File: src/rtl/svo_stream_check_pkg.sv
// Shared types and constants for the SVO stream checker.
package svo_stream_check_pkg;

    localparam int unsigned SVO_XYBITS = 14;
    localparam int unsigned SIG_W      = 32;
    localparam int unsigned CNT_W      = 16;
    localparam int unsigned LFSR_W     = 16;

    localparam logic [LFSR_W-1:0] LFSR_SEED = 16'hACE1;
    localparam logic [LFSR_W-1:0] LFSR_MASK = 16'hB400;

    typedef enum logic {
        ST_HUNT = 1'b0,
        ST_RUN  = 1'b1
    } state_e;

    // Rotate the running signature left by one bit.
    function automatic logic [SIG_W-1:0] sig_rotl(input logic [SIG_W-1:0] s);
        return {s[SIG_W-2:0], s[SIG_W-1]};
    endfunction

endpackage

File: src/rtl/svo_lfsr16.sv
// 16-bit Galois LFSR with configurable seed and feedback mask.
module svo_lfsr16 #(
    parameter logic [15:0] SEED = 16'hACE1,
    parameter logic [15:0] MASK = 16'hB400
) (
    input  logic        clk,
    input  logic        resetn,
    input  logic        enable_i,
    output logic [15:0] state_o
);

    logic [15:0] lfsr_q;
    logic [15:0] lfsr_d;

    // Galois step: shift right, apply the mask when the dropped bit is set.
    always_comb begin
        lfsr_d = lfsr_q;
        if (enable_i) begin
            if (lfsr_q[0]) begin
                lfsr_d = (lfsr_q >> 1) ^ MASK;
            end else begin
                lfsr_d = lfsr_q >> 1;
            end
        end
    end

    // State register, reloads the seed on reset.
    always_ff @(posedge clk) begin
        if (!resetn) begin
            lfsr_q <= SEED;
        end else begin
            lfsr_q <= lfsr_d;
        end
    end

    assign state_o = lfsr_q;

endmodule

File: src/rtl/svo_stream_check.sv
// SVO AXI-stream sink: frame framing check, per-frame signature, good-frame count.
module svo_stream_check
    import svo_stream_check_pkg::*;
#(
    parameter int unsigned SVO_HOR_PIXELS     = 640,
    parameter int unsigned SVO_VER_PIXELS     = 480,
    parameter int unsigned SVO_BITS_PER_PIXEL = 24,
    parameter int unsigned STALL_EN           = 0
) (
    input  logic                          clk,
    input  logic                          resetn,
    input  logic                          in_axis_tvalid,
    output logic                          in_axis_tready,
    input  logic [SVO_BITS_PER_PIXEL-1:0] in_axis_tdata,
    input  logic                          in_axis_tuser,
    output logic                          frame_done,
    output logic [31:0]                   frame_sig,
    output logic [15:0]                   frame_count,
    output logic                          err_sof_early,
    output logic                          err_sof_missing,
    output logic                          locked
);

    localparam int unsigned N_SLICE = (SVO_BITS_PER_PIXEL + 31) / 32;
    localparam int unsigned FOLD_W  = N_SLICE * 32;

    localparam logic [SVO_XYBITS-1:0] H_LAST = SVO_XYBITS'(SVO_HOR_PIXELS - 1);
    localparam logic [SVO_XYBITS-1:0] V_LAST = SVO_XYBITS'(SVO_VER_PIXELS - 1);
    localparam logic [SVO_XYBITS-1:0] XY_ONE = SVO_XYBITS'(1);

    // XOR all 32-bit slices of the zero-extended pixel.
    function automatic logic [SIG_W-1:0] fold(input logic [SVO_BITS_PER_PIXEL-1:0] p);
        logic [FOLD_W-1:0] ext;
        logic [SIG_W-1:0]  acc;
        ext = FOLD_W'(p);
        acc = '0;
        for (int unsigned i = 0; i < N_SLICE; i++) begin
            acc = acc ^ ext[i*32 +: 32];
        end
        return acc;
    endfunction

    state_e                  state_q, state_d;
    logic [SVO_XYBITS-1:0]   hcnt_q, hcnt_d;
    logic [SVO_XYBITS-1:0]   vcnt_q, vcnt_d;
    logic [SIG_W-1:0]        sig_q, sig_d;
    logic                    tready_q, tready_d;
    logic                    frame_done_q, frame_done_d;
    logic [SIG_W-1:0]        frame_sig_q, frame_sig_d;
    logic [CNT_W-1:0]        frame_count_q, frame_count_d;
    logic                    err_early_q, err_early_d;
    logic                    err_missing_q, err_missing_d;
    logic                    locked_q, locked_d;

    logic [LFSR_W-1:0]       lfsr_state;
    logic                    lfsr_unused_c;

    logic                    xfer_c;
    logic                    at_origin_c;
    logic [SIG_W-1:0]        fold_c;
    logic                    take_c;
    logic [SIG_W-1:0]        acc_sig_c;
    logic [SVO_XYBITS-1:0]   px_h_c;
    logic [SVO_XYBITS-1:0]   px_v_c;

    svo_lfsr16 #(
        .SEED (LFSR_SEED),
        .MASK (LFSR_MASK)
    ) u_lfsr (
        .clk      (clk),
        .resetn   (resetn),
        .enable_i (STALL_EN != 0),
        .state_o  (lfsr_state)
    );

    assign lfsr_unused_c = ^lfsr_state[LFSR_W-1:2];

    assign xfer_c      = in_axis_tvalid & tready_q;
    assign at_origin_c = (hcnt_q == '0) && (vcnt_q == '0);
    assign fold_c      = fold(in_axis_tdata);

    // Next-state: framing decisions, position/signature advance, registered outputs.
    always_comb begin
        state_d       = state_q;
        hcnt_d        = hcnt_q;
        vcnt_d        = vcnt_q;
        sig_d         = sig_q;
        tready_d      = (STALL_EN != 0) ? (lfsr_state[1:0] != 2'b00) : 1'b1;
        frame_done_d  = 1'b0;
        frame_sig_d   = frame_sig_q;
        frame_count_d = frame_count_q;
        err_early_d   = 1'b0;
        err_missing_d = 1'b0;
        locked_d      = locked_q;
        take_c        = 1'b0;
        acc_sig_c     = fold_c;
        px_h_c        = hcnt_q;
        px_v_c        = vcnt_q;

        if (xfer_c) begin
            if (state_q == ST_HUNT) begin
                if (in_axis_tuser) begin
                    state_d = ST_RUN;
                    take_c  = 1'b1;
                    px_h_c  = '0;
                    px_v_c  = '0;
                end
            end else if (at_origin_c) begin
                if (!in_axis_tuser) begin
                    err_missing_d = 1'b1;
                    locked_d      = 1'b0;
                    state_d       = ST_HUNT;
                end else begin
                    take_c = 1'b1;
                end
            end else if (in_axis_tuser) begin
                // Early SOF restarts the frame with this pixel as (0,0).
                err_early_d = 1'b1;
                locked_d    = 1'b0;
                take_c      = 1'b1;
                px_h_c      = '0;
                px_v_c      = '0;
            end else begin
                take_c    = 1'b1;
                acc_sig_c = sig_rotl(sig_q) ^ fold_c;
            end
        end

        if (take_c) begin
            if (px_h_c == H_LAST) begin
                hcnt_d = '0;
                if (px_v_c == V_LAST) begin
                    vcnt_d        = '0;
                    sig_d         = '0;
                    frame_done_d  = 1'b1;
                    frame_sig_d   = acc_sig_c;
                    frame_count_d = frame_count_q + CNT_W'(1);
                    locked_d      = 1'b1;
                end else begin
                    vcnt_d = px_v_c + XY_ONE;
                    sig_d  = acc_sig_c;
                end
            end else begin
                hcnt_d = px_h_c + XY_ONE;
                vcnt_d = px_v_c;
                sig_d  = acc_sig_c;
            end
        end
    end

    // State and output registers with synchronous reset.
    always_ff @(posedge clk) begin
        if (!resetn) begin
            state_q       <= ST_HUNT;
            hcnt_q        <= '0;
            vcnt_q        <= '0;
            sig_q         <= '0;
            tready_q      <= 1'b0;
            frame_done_q  <= 1'b0;
            frame_sig_q   <= '0;
            frame_count_q <= '0;
            err_early_q   <= 1'b0;
            err_missing_q <= 1'b0;
            locked_q      <= 1'b0;
        end else begin
            state_q       <= state_d;
            hcnt_q        <= hcnt_d;
            vcnt_q        <= vcnt_d;
            sig_q         <= sig_d;
            tready_q      <= tready_d;
            frame_done_q  <= frame_done_d;
            frame_sig_q   <= frame_sig_d;
            frame_count_q <= frame_count_d;
            err_early_q   <= err_early_d;
            err_missing_q <= err_missing_d;
            locked_q      <= locked_d;
        end
    end

    assign in_axis_tready  = tready_q;
    assign frame_done      = frame_done_q;
    assign frame_sig       = frame_sig_q;
    assign frame_count     = frame_count_q;
    assign err_sof_early   = err_early_q;
    assign err_sof_missing = err_missing_q;
    assign locked          = locked_q;

endmodule

File: config.mk
export PLATFORM = sky130hd
export DESIGN_NAME = svo_stream_check
export DESIGN_NICKNAME = d
export VERILOG_FILES = /design/src/rtl/svo_stream_check_pkg.sv /design/src/rtl/svo_lfsr16.sv /design/src/rtl/svo_stream_check.sv
export SDC_FILE = /design/constraint.sdc
export NUM_CORES = 1
export LEC_CHECK = 0
export CAP_MARGIN = 25
export CORE_MARGIN = 4
export CORE_UTILIZATION = 56
export CTS_BUF_LIST = sky130_fd_sc_hd__clkbuf_4
export DETAILED_ROUTE_END_ITERATION = 6
export PLACE_DENSITY = 0.94
export REMOVE_ABC_BUFFERS = 1
export SETUP_SLACK_MARGIN = 0.4
export SLEW_MARGIN = 20
export SYNTH_ARGS = -nofsm -noshare
export SYNTH_HDL_FRONTEND = slang
export SYNTH_SLANG_ARGS = --single-unit
File: constraint.sdc
create_clock -name clk -period 4.4 [get_ports clk]
set_input_delay 0.88 -clock clk [delete_from_list [all_inputs] [get_ports clk]]
set_output_delay 0.88 -clock clk [all_outputs]
set_load 0.03 [all_outputs]
==> summary.txt <==
Status
  • Result of the run: completed

Synthesis
  • Synthesized area: 0.005435 sq mm
  • Syn Inst Count: 629
  • Share of the yosys chip area belonging to registers: 0.4199
  • Post-synthesis async set-or-reset flop share: 0
  • Mux contribution to synthesized area: 0.003683
  • Post-synth EDFFs: 0
  • Synth Area per Inst: 8.641 sq um
  • Synth Area in Compound Gates: 0.2514
  • Post-Synth Simple-Gate Area: 0.2238
  • Post-synthesis xor/xnor area fraction: 0.04673
  • Yosys warning count: 0
  • Synth Flop Type: dfxtp_1
  • Synth Area in Adders: 0.006906
  • Main combinational cell family by area after synthesis: compound AO/OA/AOI/OAI gates
  • Synth unique cells: 63
  • Synthesis-stage register bit count: 114

Power
  • Static leakage: 2.143 nW
  • Worst VDD drop: 0.1852 mV
  • Pwr Density: 312.1 mW/mm^2

Timing
  • Worst-margin pin slew: 919.5 ps
  • Max Fclk: 0.2695 GHz
  • Slew HR: 0.3870
  • Setup TNS: 0 ps
  • Final setup vio count: 0
  • Worst Skew: 17.48 ps
  • Final worst slack: 689.8 ps
  • Min Clock Period, post-route: 3710 ps
  • Max Transition Viols Final: 0
  • Hold Fails Final Rpt: 0
  • RSZ-0062 raised after global routing: no
  • Period utilization: 0.8432

GRT
  • GRT Util Overall: 0.2630
  • Met2 usage: 0.4167
  • Initial antenna violation count: 0
  • Vias in the first global route: 5055
  • Total congestion overflow: 0
  • Gr busiest metal: met2
  • Pin count of the biggest net entering global routing: 61
  • Met3 Track Usage GR: 0.07286
  • First-pass GRT wire length: 24.40 mm
  • Met1 Use GR: 0.3400

Floorplan
  • Rows: 35
  • Starting Density: 0.5827
  • Die Height: 106.5 microns
  • Core footprint: 0.009328 sq mm
  • Top-Level Pins: 81
  • Die ar.: 0.01135 sq mm
  • Die X: 106.5 microns

Clock tree
  • Max clock buf depth: 2
  • CTS tree: done
  • Htree depth: 4
  • Root Buffer: clkbuf_4
  • Clock Pin Slew Worst Setup and Hold Paths: 110 ps
  • Worst skew pair latency: 540 ps
  • Num CTS Buffers: 17
  • Hold_buf cts: 0
  • Clock Sinks: 114

Critical path
  • Critical path class: reg2reg
  • Max FO, Critical Path: 60
  • Nature of the critical path endpoint: flip-flop
  • Worst Path Required: 4820 ps
  • Worst EP arrival: 4130 ps
  • CP Launch Type: flip-flop

Place
  • GPL Wtd Cong: 0.9606
  • Number of port buffers: 80
  • Place WS: 165.9 ps
  • Placed Cells incl. Taps: 803
  • Placed instance area: 0.006281 sq mm
  • Placed wire-length estimate: 9.803 mm

Final layout
  • Fillcell total: 667
  • Final std cells w/o fill: 838
  • Nets: 727
  • Area occupied by multi-input gates: 0.002904 sq mm
  • Share of layout cells above drive strength 1: 0.09168
  • # diodes: 0
  • Commonest cells after routing, fill and taps aside: dfxtp_1 (114), clkdlybuf4s50_1 (80), nor2_1 (75), nand2_1 (56), a21oi_1 (37)
  • FF+latch area: 0.002282 sq mm
  • Commonest non-fill, non-tap cell in the layout: dfxtp_1
  • Final Util: 0.7129
  • P&R area growth vs syn: 22.35%
  • Final instance area: 0.006650 sq mm

Drt
  • DRC Markers: 0
  • Routed vias: 5377
  • Final WL: 15.00 mm
  • Violation count after the first detailed-routing iteration: 615
  • DRT Pass-1 Iters: 5
  • Post-DR wirelength/cell: 17.90 microns
  • Vias/cell: 6.416
  • Remaining antenna violation count: 0

Run
  • Max_cap viols: 0

Hold path
  • Worst Hold Class: reg2reg
repair_timing:
item	in CTS	in global routing
pin swaps	0	1
hold endpoints to repair	0	0
resized for setup	1	0
setup endpoints to repair	12	57
setup buffers	0	3
logic make-up after synthesis:
group                    after synthesis
buffers and inverters                 55
adder cells (fa/ha/maj)                3
AO/OA/AOI/OAI                        184
AND/OR/NAND/NOR                      242
multiplexers                           2
flip-flops                           114
XOR/XNOR                              29
cell type report:
type	instances	share of cell area
clock buffer	18	0.02032
clock inverter	14	0.03067
inverter	6	0.003387
multi-input combinational	460	0.4367
sequential	114	0.3432
tap	129	0.02427
timing repair buffer	97	0.1415
power breakdown:
part	total [W]	leakage [nW]	switching [W]	internal [W]
clock network	0.000905	0.169	0.000440	0.000464
logic	0.000128	1.06	0.0000765	0.0000517
registers	0.00104	0.919	0.00000539	0.00104
per-layer routing:
| metal | wire length (microns) | vias to the layer above |
|---|---|---|
| li1 | - | 2478 |
| met1 | 6040 | 2506 |
| met2 | 7072 | 334 |
| met3 | 1458 | 59 |
| met4 | 429 | 0 |
| met5 | 0 | - |
path summary, 6_finish.rpt:
path,from,endpoint,slack (ps),cells past startpoint
min,frame_sig[24],frame_sig[24],470,2
max,vcnt_q[0],frame_sig[0],690,13
max reg2reg,vcnt_q[0],frame_sig[0],690,13
min reg2reg,frame_sig[24],frame_sig[24],470,2
flip-flops by register name, summed over array words and instances (netlist names):
name	cells
sig_q	32
frame_done	1
frame_count	16
state_q	1
frame_sig	32
err_sof_early	1
locked	1
hcnt_q	14
in_axis_tready	1
err_sof_missing	1
vcnt_q	14
cell usage after synthesis (3+ instances only):
cell type,number,area (sq um)
dfxtp_1,114,2282
nor2_1,76,285.3
nand2_1,56,210.2
a21oi_1,37,185.2
o211ai_1,29,217.7
clkbuf_1,28,105.1
xor2_1,25,219.0
a211oi_1,24,180.2
a2bb2oi_1,24,210.2
nand3_1,24,120.1
o21ai_0,15,75.07
buf_2,12,60.06
nand4_1,12,75.07
nor3_1,11,55.05
o21a_1,10,75.07
or3_1,10,62.56
and3_1,9,56.30
nor4_1,9,56.30
a32oi_1,8,70.07
and2_1,8,50.05
a31oi_1,7,43.79
and4_1,5,43.79
inv_1,5,18.77
o2111ai_1,5,43.79
buf_4,4,30.03
or4_1,4,30.03
xnor2_1,4,35.03
buf_6,3,33.78
ha_1,3,37.54
nor3b_1,3,22.52
o31ai_1,3,22.52
through the flow:
stage,power (W),hold WS (ps)
after floorplan,0.001127,444.8
after global placement,0.001184,447.2
after detailed placement,0.001188,450.8
after CTS,0.002072,469.4
after global routing,0.002138,491.7
final,0.002075,466.9
critical path, stage by stage, from the launching register on:
cell      delay, ps
dfxtp_1         390
nor4_1          450
nand4_2         250
o31ai_4         210
buf_4           200
and2_1          140
ha_1            220
and4_1          240
and4_1          270
nand2_1         220
a211oi_4        330
buf_12          280
nor2_1           80
a211oi_1        290
(Power assumes the default switching activity.)
